===== src/rtl/store_checker_pkg.sv =====
// Shared types and helpers for the store completion checker.
package store_checker_pkg;

  typedef enum logic [1:0] {
    IDLE,
    RUN,
    PASS,
    FAIL
  } state_t;

  typedef enum logic [1:0] {
    ERR_NONE    = 2'b00,
    ERR_DATA    = 2'b01,
    ERR_ORDER   = 2'b10,
    ERR_TIMEOUT = 2'b11
  } err_t;

  localparam int unsigned IDX_W = 4;
  localparam int unsigned CNT_W = 16;

  // Priority encoder: index of the lowest set bit (0 when none set).
  function automatic logic [IDX_W-1:0] lowest_idx(input logic [15:0] v);
    lowest_idx = '0;
    for (int i = 15; i >= 0; i--) begin
      if (v[i]) lowest_idx = IDX_W'(i);
    end
  endfunction

endpackage


===== src/rtl/store_checker_run_timer.sv =====
// Saturating RUN-cycle counter with synchronous clear and timeout compare.
module run_timer
  import store_checker_pkg::*;
#(
  parameter int unsigned TIMEOUT = 1024
) (
  input  logic             clk,
  input  logic             rst_n,
  input  logic             clr_i,
  input  logic             en_i,
  output logic [CNT_W-1:0] cnt_o,
  output logic             timeout_o
);

  logic [CNT_W-1:0] cnt_q, cnt_d;

  always_comb begin
    cnt_d = cnt_q;
    if (clr_i)                   cnt_d = '0;
    else if (en_i && cnt_q != '1) cnt_d = cnt_q + CNT_W'(1);
  end

  always_ff @(posedge clk or negedge rst_n) begin
    if (!rst_n) cnt_q <= '0;
    else        cnt_q <= cnt_d;
  end

  assign cnt_o     = cnt_q;
  assign timeout_o = (cnt_q == CNT_W'(TIMEOUT - 1));

endmodule


===== config.mk =====
export PLATFORM = sky130hd
export DESIGN_NAME = run_timer
export DESIGN_NICKNAME = d
export VERILOG_FILES = /design/src/rtl/store_checker_pkg.sv /design/src/rtl/store_checker_run_timer.sv
export SDC_FILE = /design/constraint.sdc
export NUM_CORES = 1
export LEC_CHECK = 0
export ABC_AREA = 1
export BUFFER_PORTS_ARGS = -buffer_cell sky130_fd_sc_hd__buf_2
export CAP_MARGIN = 15
export CORE_ASPECT_RATIO = 0.6
export CORE_MARGIN = 1.5
export CORE_UTILIZATION = 30
export DETAILED_ROUTE_END_ITERATION = 8
export PLACE_DENSITY = 0.56
export SETUP_SLACK_MARGIN = 0.05
export SYNTH_ARGS = -nofsm -noshare
export SYNTH_HDL_FRONTEND = slang
export SYNTH_SLANG_ARGS = --single-unit

===== constraint.sdc =====
create_clock -name clk -period 4.1 [get_ports clk]
set_input_delay 0.41 -clock clk [delete_from_list [all_inputs] [get_ports clk]]
set_output_delay 0.41 -clock clk [all_outputs]
set_load 0.02 [all_outputs]

==> results of run 1 <==
[kinds of logic after synthesis]
family	count (synthesis)	synth area share
buffers and inverters	18	0.0733
adder cells (fa/ha/maj)	1	0.0120
AO/OA/AOI/OAI	4	0.0216
flip-flops	16	0.385
XOR/XNOR	3	0.0252
AND/OR/NAND/NOR	112	0.483
[stage by stage]
| stage | util | area (um^2) | hold WS [ps] |
|---|---|---|---|
| 2_1_floorplan | - | 1040 | 114 |
| 3_3_place_gp | 0.359 | 1180 | 352 |
| 3_5_place_dp | 0.359 | 1180 | 352 |
| 4_1_cts | 0.371 | 1220 | 83.7 |
| 5_1_grt | 0.371 | 1220 | 98.6 |
| 6_report | 0.371 | 1220 | 65.9 |
[worst max-delay path by stage]
stage                                    start               endpoint  slack (ps)  cells past startpoint
after detailed placement  cnt_o[0]$_DFFE_PN0P_   cnt_o[8]$_DFFE_PN0P_        2220                      9
after CTS                 cnt_o[1]$_DFFE_PN0P_              timeout_o        2050                      6
after global placement    cnt_o[1]$_DFFE_PN0P_  cnt_o[14]$_DFFE_PN0P_        2300                      9
after global routing      cnt_o[1]$_DFFE_PN0P_              timeout_o        1900                      6
final                     cnt_o[1]$_DFFE_PN0P_              timeout_o        2060                      6
after floorplan           cnt_o[1]$_DFFE_PN0P_              timeout_o        2020                      5
[metal layers]
layer  wire (um)  GRT usage
met2        1010      0.189
met4           4     0.0175
met3         229     0.0415
met1        1270      0.225
met5           0          0
[report_power, final]
part / internal [W] / switching (W) / leakage (nW)
clock: 0.0000651 / 0.0000518 / 0.0216
combinational: 0.00000538 / 0.0000164 / 0.393
sequential: 0.000160 / 0.00000177 / 0.222
[synthesized netlist by cell type (all sizes together)]
library cell   n  area, um^2
a21oi          1        5.00
buf            3        20.0
dfrtp         16         400
ha             1        12.5
inv           15        56.3
nand2         64         245
nand3         12        60.1
nand3b         2        15.0
nand4          8        50.1
nor2          22         110
nor3           2        10.0
nor4           1        6.26
o21ai          2        10.0
o21bai         1        7.51
or2            1        6.26
xnor2          2        17.5
xor2           1        8.76
[layout make-up]
cell class,count,area [um^2],share of cell area
multi-input cells,120,564,0.463
flip-flops and latches,16,400,0.329
repair buffers,20,100,0.0821
inverters,15,56.3,0.0462
well taps,45,56.3,0.0462
clock buffers,3,41.3,0.0339
==> results_dict.tcl, run 1 <==
set metrics [dict create \
    drt_iter0_markers 65 \
    tritoncts.num_buffers 3 \
    max_freq_mhz 491 \
    rows 16 \
    most-common-layout-cells "62 x nand2_1, 20 x buf_2, 17 x nor2_1" \
    finalMaxSlewViolations 0 \
    drive_gt1_frac 0.184 \
    largest_reg_flops 16 \
    clk_pin_slew_ps 60 \
    r2r_end "cnt_o[3]$_DFFE_PN0P_" \
    cp-start-kind "register" \
    syn_nets 159 \
    worst_ep_required_time_ps 3690 \
    clock-sinks 16 \
    worst_path_largest_cell_delay_ps 390 \
    avgSynthCellArea_um2 6.76 \
    crit_arrival_ps 1630 \
    worst-path-buf-inv 1 \
    postLayoutSetupSlackWorst_ps 2060 \
    fp.dieH_um 48.6 \
    dp.cells 216 \
    drtPass1Iterations 4 \
    place_congestion 0.837 \
    outcome "completed" \
    clk_latency_ps 250 \
    cap_violations 0 \
    crit_type "register to primary output" \
    root_buffer "clkbuf_8" \
    dp_hpwl_mm 1.96 \
    ff2ff_setup_slack_ps 2240 \
    num_vias 1036 \
    design.core.area_mm2 0.00328 \
    ff2ff_path_depth 9 \
    initial_utilization 0.317 \
    pin_count 21 \
    antenna_found_initial 0 \
    ys_seq_area_frac 0.385 \
    path_max_fanout 4 \
    cellLeakagePower_nw 0.637 \
    hold_violations 0 \
    period_share 0.497 \
    fillerInstances 354 \
    cts_hold_buf 0 \
    worstReg2RegStart "cnt_o[0]$_DFFE_PN0P_" \
    synthToLayoutAreaGrowth_pct 17.1 \
    ys_seq_elements 16 \
    finalSetupViolCount 0 \
    cts_buffer_depth 2 \
    routed_wl_mm 2.52 \
    slowest_stage "dfrtp_1" \
    gr-total-overflow 0 \
    post_layout_nonfiller_instances 219 \
    synth_cell_types 23 \
    hold_class "primary input to async pin" \
    die_area_mm2 0.00384 \
    die_x_um 79.1 \
    power_density_mw_per_mm2 246 \
    fin_worst_skew_ps 4.09 \
    remaining_drc_errors 0 \
    fin_nets 181 \
    max-slew-margin-rel 0.599 \
    yosysWarnings 0 \
    htreeDepth 1 \
    viasPerCell 4.73 \
    power_w 0.000300 \
    cts_tree "built" \
    final_common_cell "nand2_1" \
    path_cells "ha_1, nand2_1, nor2_4, nand3_1, nor4_1, buf_2" \
    grt_pass1_wl_mm 4.33 \
    grt_pass1_vias 893 \
    wl_per_cell_um 11.5 \
    timing.setup.tns_ps 0 \
    mappedNetlistArea_mm2 0.00104 \
    grt_util_all_layers 0.142 \
    dp_slack_ps 2220 \
    portBuffers 20 \
    postRouteAntennaNets 0 \
    synthCells 154 \
    antenna_cells 0 \
    fin_crit_ps 2040 \
    post-cts-setup-buffers 0 \
    cts_resized 0 \
    worstMarginPinSlew_ps 601 \
    end_kind "primary output" \
    cp_top_family "simple AND/OR/NAND/NOR gates" \
    ir_drop_mv 0.0791 \
    rsz0062_at_grt "false" \
    grt_start_max_net_pins 17 \
]
No activity file was read; power rests on OpenSTA's default activity.
==> inputs of run 2 (changes only) <==
--- a/config.mk
+++ b/config.mk
@@ -5,7 +5,7 @@
 export SDC_FILE = /design/constraint.sdc
 export NUM_CORES = 1
 export LEC_CHECK = 0
-export ABC_AREA = 1
+export ABC_AREA = 0
 export BUFFER_PORTS_ARGS = -buffer_cell sky130_fd_sc_hd__buf_2
 export CAP_MARGIN = 15
 export CORE_ASPECT_RATIO = 0.6
==> constraint.sdc (replaced) <==
create_clock -name clk -period 2 [get_ports clk]
set_input_delay 0.2 -clock clk [delete_from_list [all_inputs] [get_ports clk]]
set_output_delay 0.2 -clock clk [all_outputs]
set_load 0.02 [all_outputs]
==> run 2 against run 1 <==
Cell count fell by 26%. Non-clock buffer count rose by 4. Flip-flop and latch count did not move. Register-to-register slack got worse by 2000 ps. Sequential power rose by 110%. Critical path type unchanged. Critical endpoint unchanged.
==> results_dict.tcl, run 2 <==
set metrics [dict create \
    pwr-share-seq 0.528 \
    yosysWarnings 0 \
    worstMarginPinSlew_ps 399 \
    wl_met1_mm 1.22 \
    drt_iter0_markers 78 \
    ff2ff_path_depth 6 \
    yosysTopAreaCellShare 0.417 \
    rsz0062_at_grt "false" \
    p_int_w 0.000482 \
    grt_start_max_net_pins 21 \
    dp_hpwl_mm 1.58 \
    clk_latency_ps 250 \
    ys_seq_area_frac 0.417 \
    drtPass1Iterations 4 \
    combPwrFrac 0.092 \
    grt_pass1_vias 683 \
    rows 15 \
    post-cts-setup-buffers 0 \
    grt_pass1_wl_mm 3.51 \
    synthArstFlopShare 1.00 \
    most-common-layout-cells "20 x buf_2, 16 x dfrtp_1, 9 x nor2_1" \
    antenna_found_initial 0 \
    end_kind "primary output" \
    ff2ff_setup_slack_ps 210 \
    finalSetupViolCount 0 \
    final_common_cell "buf_2" \
    portBuffers 20 \
    synth_cell_types 36 \
    worstReg2RegStart "cnt_o[0]$_DFFE_PN0P_" \
    worst_ep_required_time_ps 1800 \
    design.core.area_mm2 0.00297 \
    max_freq_mhz 542 \
    period_share 0.923 \
    synthTopCellsByArea "dfrtp_1 42%, mux2_1 4.7%, nor2_1 3.5%, nand3_1 3.1%, o41ai_4 2.9%" \
    cts_tree "built" \
    wl_per_cell_um 13.4 \
    syn_nets 102 \
    num_vias 844 \
    crit_start "cnt_o[0]$_DFFE_PN0P_" \
    cellLeakagePower_nw 0.541 \
    viasPerCell 5.18 \
    die_x_um 76.1 \
    whs_ps 343 \
    gr-total-overflow 0 \
    path_max_fanout 8 \
    mappedNetlistArea_um2 961 \
    hold_violations 0 \
    place_congestion 0.733 \
    wl_met2_um 793 \
    tritoncts.num_buffers 3 \
    p_clk_frac 0.380 \
    cts_buffer_depth 2 \
    antenna_cells 0 \
    synthCells 97 \
    clock-sinks 16 \
    timing.setup.tns_ps 0 \
    avgSynthCellArea_um2 9.91 \
    wl_met3_um 153 \
    min_from "en_i" \
    initial_utilization 0.324 \
    routed_wl_mm 2.18 \
    fin_crit_ps 1850 \
    fillerInstances 320 \
    max-slew-margin-rel 0.734 \
    root_buffer "clkbuf_8" \
    crit_arrival_ps 1650 \
    finalMaxSlewViolations 0 \
    cap_violations 0 \
    ys.flop_type "dfrtp_1" \
    outcome "completed" \
    ir_drop_mv 0.238 \
    postRouteAntennaNets 0 \
    drive_gt1_frac 0.306 \
    r2r_end "cnt_o[1]$_DFFE_PN0P_" \
    switching_share 0.230 \
    netlist_top_cells_count "16 x dfrtp_1, 9 x nor2_1, 6 x nand3_1" \
    synth_edf_count 0 \
    pin_count 21 \
    die_area_mm2 0.00356 \
    ys_seq_elements 16 \
    clk_pin_slew_ps 60 \
    htreeDepth 1 \
    switchingPower_w 0.000144 \
    hold_class "primary input to register" \
    power_density_mw_per_mm2 534 \
    crit_type "register to primary output" \
    yosys.area.top_type "dfrtp_1" \
    grt_util_all_layers 0.130 \
    routed.top_layer "met4" \
    fp.dieH_um 46.8 \
    endpoint "timeout_o" \
    largest_reg_flops 16 \
    fin_worst_skew_ps 4.93 \
    synthToLayoutAreaGrowth_pct 22.1 \
    synth.most_common_cell "dfrtp_1" \
    remaining_drc_errors 0 \
    cp-start-kind "register" \
    fin_nets 128 \
]
==> run 2: how the worst min path moves through the flow <==
stage                      endpoint  slack (ps)  cells past startpoint
6_report       cnt_o[7]$_DFFE_PN0P_         340                      4
5_1_grt        cnt_o[7]$_DFFE_PN0P_         350                      4
3_3_place_gp   cnt_o[9]$_DFFE_PN0P_         140                      1
4_1_cts        cnt_o[7]$_DFFE_PN0P_         330                      4
2_1_floorplan  cnt_o[0]$_DFFE_PN0P_        -100                      0
3_5_place_dp   cnt_o[7]$_DFFE_PN0P_         140                      1
==> run 2: through the flow <==
step / setup WS [ps] / total power, W / area, um^2 / instances / util
after floorplan: 74.2 / 0.000369 / 961 / 97 / -
after global placement: 254 / 0.000393 / 1120 / 159 / 0.377
after detailed placement: 222 / 0.000394 / 1120 / 159 / 0.377
after CTS: 79.6 / 0.000638 / 1170 / 163 / 0.394
after global routing: 65.6 / 0.000655 / 1170 / 163 / 0.396
final: 154 / 0.000627 / 1170 / 163 / 0.396
==> run 2: final cells by class <==
class / instances / area [um^2] / area share
clock buffers: 3 / 41.3 / 0.0352
inverters: 3 / 11.3 / 0.00959
multi-input cells: 75 / 536 / 0.456
flip-flops and latches: 16 / 400 / 0.341
well taps: 42 / 52.6 / 0.0448
repair buffers: 24 / 133 / 0.113
==> run 2: logic make-up after synthesis <==
family | Yosys count | share of synthesized area
buf+inv | 6 | 0.0313
mux | 6 | 0.0677
flops | 16 | 0.417
compound gates | 21 | 0.168
xor+xnor | 1 | 0.00912
simple gates | 46 | 0.294
fa+ha+maj | 1 | 0.0130
==> run 2: timing repair <==
item	4_1_cts	5_1_grt
hold endpoints to repair	16	0
hold buffers	1	0
resized for setup	0	1
endpoints found under the setup margin	0	1
==> run 2: power groups by stage <==
stage	registers [W]	clock network, W	logic [W]
CTS	0.000331	0.000248	0.0000588
finish	0.000331	0.000238	0.0000578
global route	0.000331	0.000260	0.0000641
detailed placement	0.000337	0	0.0000570
global placement	0.000336	0	0.0000562
floorplan	0.000345	0	0.0000237
==> run 2: per-layer routing <==
metal	up-vias	GRT usage
met5	-	0
met4	0	0.0333
met3	4	0.0544
met2	26	0.155
met1	398	0.201
li1	416	-
==> run 2: worst max-delay path, cell delays in order, from the launching register on <==
cell	delay, ps
dfrtp_1	350
ha_1	260
nand4_4	200
nor3_2	250
and3_1	180
buf_2	160
==> inputs of run 3 (changes only) <==
--- a/config.mk
+++ b/config.mk
@@ -10,10 +10,12 @@
 export CAP_MARGIN = 15
 export CORE_ASPECT_RATIO = 0.6
 export CORE_MARGIN = 1.5
-export CORE_UTILIZATION = 30
+export CORE_UTILIZATION = 25
 export DETAILED_ROUTE_END_ITERATION = 8
-export PLACE_DENSITY = 0.56
+export GPL_TIMING_DRIVEN = 0
+export PLACE_DENSITY = 0.5
 export SETUP_SLACK_MARGIN = 0.05
+export SLEW_MARGIN = 20
 export SYNTH_ARGS = -nofsm -noshare
 export SYNTH_HDL_FRONTEND = slang
 export SYNTH_SLANG_ARGS = --single-unit
==> run 3 against run 2 <==
Final area up 4.5%. Clock skew fell by 2.3 ps. Critical path depth stayed put. Clock-buffer cell count increased by 1. Sequential share of layout area shrank 1.3 points. Via count unchanged. Non-clock buffer count grew 2. Largest cell class unchanged.
==> results_dict.tcl, run 3 (synthesized netlist as in run 2, its figures left out) <==
set metrics [dict create \
    clk_latency_ps 250 \
    finalSetupViolCount 0 \
    max_freq_mhz 539 \
    portBuffers 20 \
    seq_area_um2 403 \
    power_density_mw_per_mm2 560 \
    htreeDepth 1 \
    r2r_end "cnt_o[9]$_DFFE_PN0P_" \
    path_max_fanout 7 \
    post_layout_nonfiller_instances 171 \
    finalMaxSlewViolations 0 \
    clk_pin_slew_ps 70 \
    tritoncts.num_buffers 3 \
    crit_type "register to primary output" \
    grt_start_max_net_pins 17 \
    hold_violations 0 \
    dp_slack_ps 18.3 \
    ff2ff_path_depth 4 \
    pin_count 21 \
    cts_buffer_depth 2 \
    crit_arrival_ps 1650 \
    viasPerCell 4.94 \
    routed_wl_mm 2.40 \
    fillerInstances 385 \
    fin_crit_ps 1850 \
    initial_utilization 0.261 \
    cts_tree "built" \
    dp.cells 164 \
    fin_worst_skew_ps 2.59 \
    antenna_cells 0 \
    worstMarginPinSlew_ps 517 \
    worstReg2RegStart "cnt_o[2]$_DFFE_PN0P_" \
    outcome "completed" \
    multi_input_area_um2 554 \
    gr-total-overflow 0 \
    rows 17 \
    rsz0062_at_grt "false" \
    postRouteAntennaNets 0 \
    drtPass1Iterations 4 \
    power_w 0.000686 \
    fin_nets 130 \
    timing.setup.tns_ps 0 \
    most-common-layout-cells "20 x buf_2, 14 x dfrtp_1, 9 x nor2_1" \
    crit_start "cnt_o[0]$_DFFE_PN0P_" \
    drt_iter0_markers 56 \
    max-slew-margin-rel 0.655 \
    design.core.area_mm2 0.00368 \
    worst_ep_required_time_ps 1800 \
    drive_gt1_frac 0.331 \
    hold_class "primary input to register" \
    postLayoutSetupSlackWorst_ps 146 \
    place_congestion 0.752 \
    endpoint "timeout_o" \
    grt_pass1_wl_mm 3.93 \
    synthToLayoutAreaGrowth_pct 27.6 \
    period_share 0.927 \
    grt_pass1_vias 776 \
    clock-sinks 16 \
    remaining_drc_errors 0 \
    ff2ff_setup_slack_ps 190 \
    end_kind "primary output" \
    final_common_cell "buf_2" \
    wl_per_cell_um 14.0 \
    die_area_mm2 0.00424 \
    largest_reg_flops 16 \
    cellLeakagePower_nw 0.563 \
    die_x_um 83.0 \
    cp-start-kind "register" \
    grt_util_all_layers 0.119 \
    cap_violations 0 \
    num_vias 844 \
    root_buffer "clkbuf_8" \
    ir_drop_mv 0.269 \
    fp.dieH_um 51.0 \
    antenna_found_initial 0 \
    dp_hpwl_mm 1.78 \
]
-- run 3: changes by cell type in the layout (fill, tap and decap cells not counted), sizes merged --
| cell | change |
|---|---|
| clkbuf | +3 |
-- run 3: routing by layer --
layer / up-vias / wire length (um) / track usage
li1: 421 / - / -
met5: - / 0 / 0
met1: 403 / 1290 / 0.173
met3: 0 / 138 / 0.0452
met4: 0 / 0 / 0.00833
met2: 20 / 974 / 0.172
-- run 3: worst min-delay path by stage --
stage,startpoint,to,slack [ps],depth (start not counted)
6_report,clr_i,cnt_o[10]$_DFFE_PN0P_,330,3
5_1_grt,clr_i,cnt_o[10]$_DFFE_PN0P_,340,3
4_1_cts,en_i,cnt_o[7]$_DFFE_PN0P_,320,4
3_5_place_dp,rst_n,cnt_o[0]$_DFFE_PN0P_,150,1
3_3_place_gp,rst_n,cnt_o[12]$_DFFE_PN0P_,150,1
2_1_floorplan,rst_n,cnt_o[0]$_DFFE_PN0P_,-100,0
-- run 3: layout make-up --
type | instances | share of cell area
inverter | 3 | 0.00918
tap | 47 | 0.0480
buffer | 3 | 0.0153
multi-input combinational | 75 | 0.452
sequential | 16 | 0.329
clock buffer | 4 | 0.0449
timing repair buffer | 23 | 0.102
-- run 3: critical path: stages, from the launching register on --
cell,delay [ps]
dfrtp_2,430
ha_4,180
nand4_4,180
nor3_4,260
and3_1,180
buf_2,160
-- run 3: repair_timing --
action / CTS / global route
gates resized for setup: 3 / 3
hold buffers: 1 / 0
gates cloned: 0 / 0
hold endpoints to repair: 16 / 0
setup endpoints to repair: 4 / 5
pin swaps: 1 / 1
setup buffers: 0 / 2
-- run 3: report_power, final --
part	total (W)	internal (W)	switching [W]
Combinational	0.0000570	0.0000226	0.0000344
Clock	0.000293	0.000175	0.000118
Sequential	0.000337	0.000328	0.00000823
Total	0.000686	0.000526	0.000160
-- run 3: through the flow --
stage	util	area [um^2]	hold slack, ps
final	0.333	1230	326
after global routing	0.333	1230	336
after global placement	0.304	1120	148
after CTS	0.326	1200	324
after detailed placement	0.304	1120	146
after floorplan	-	961	-95.6
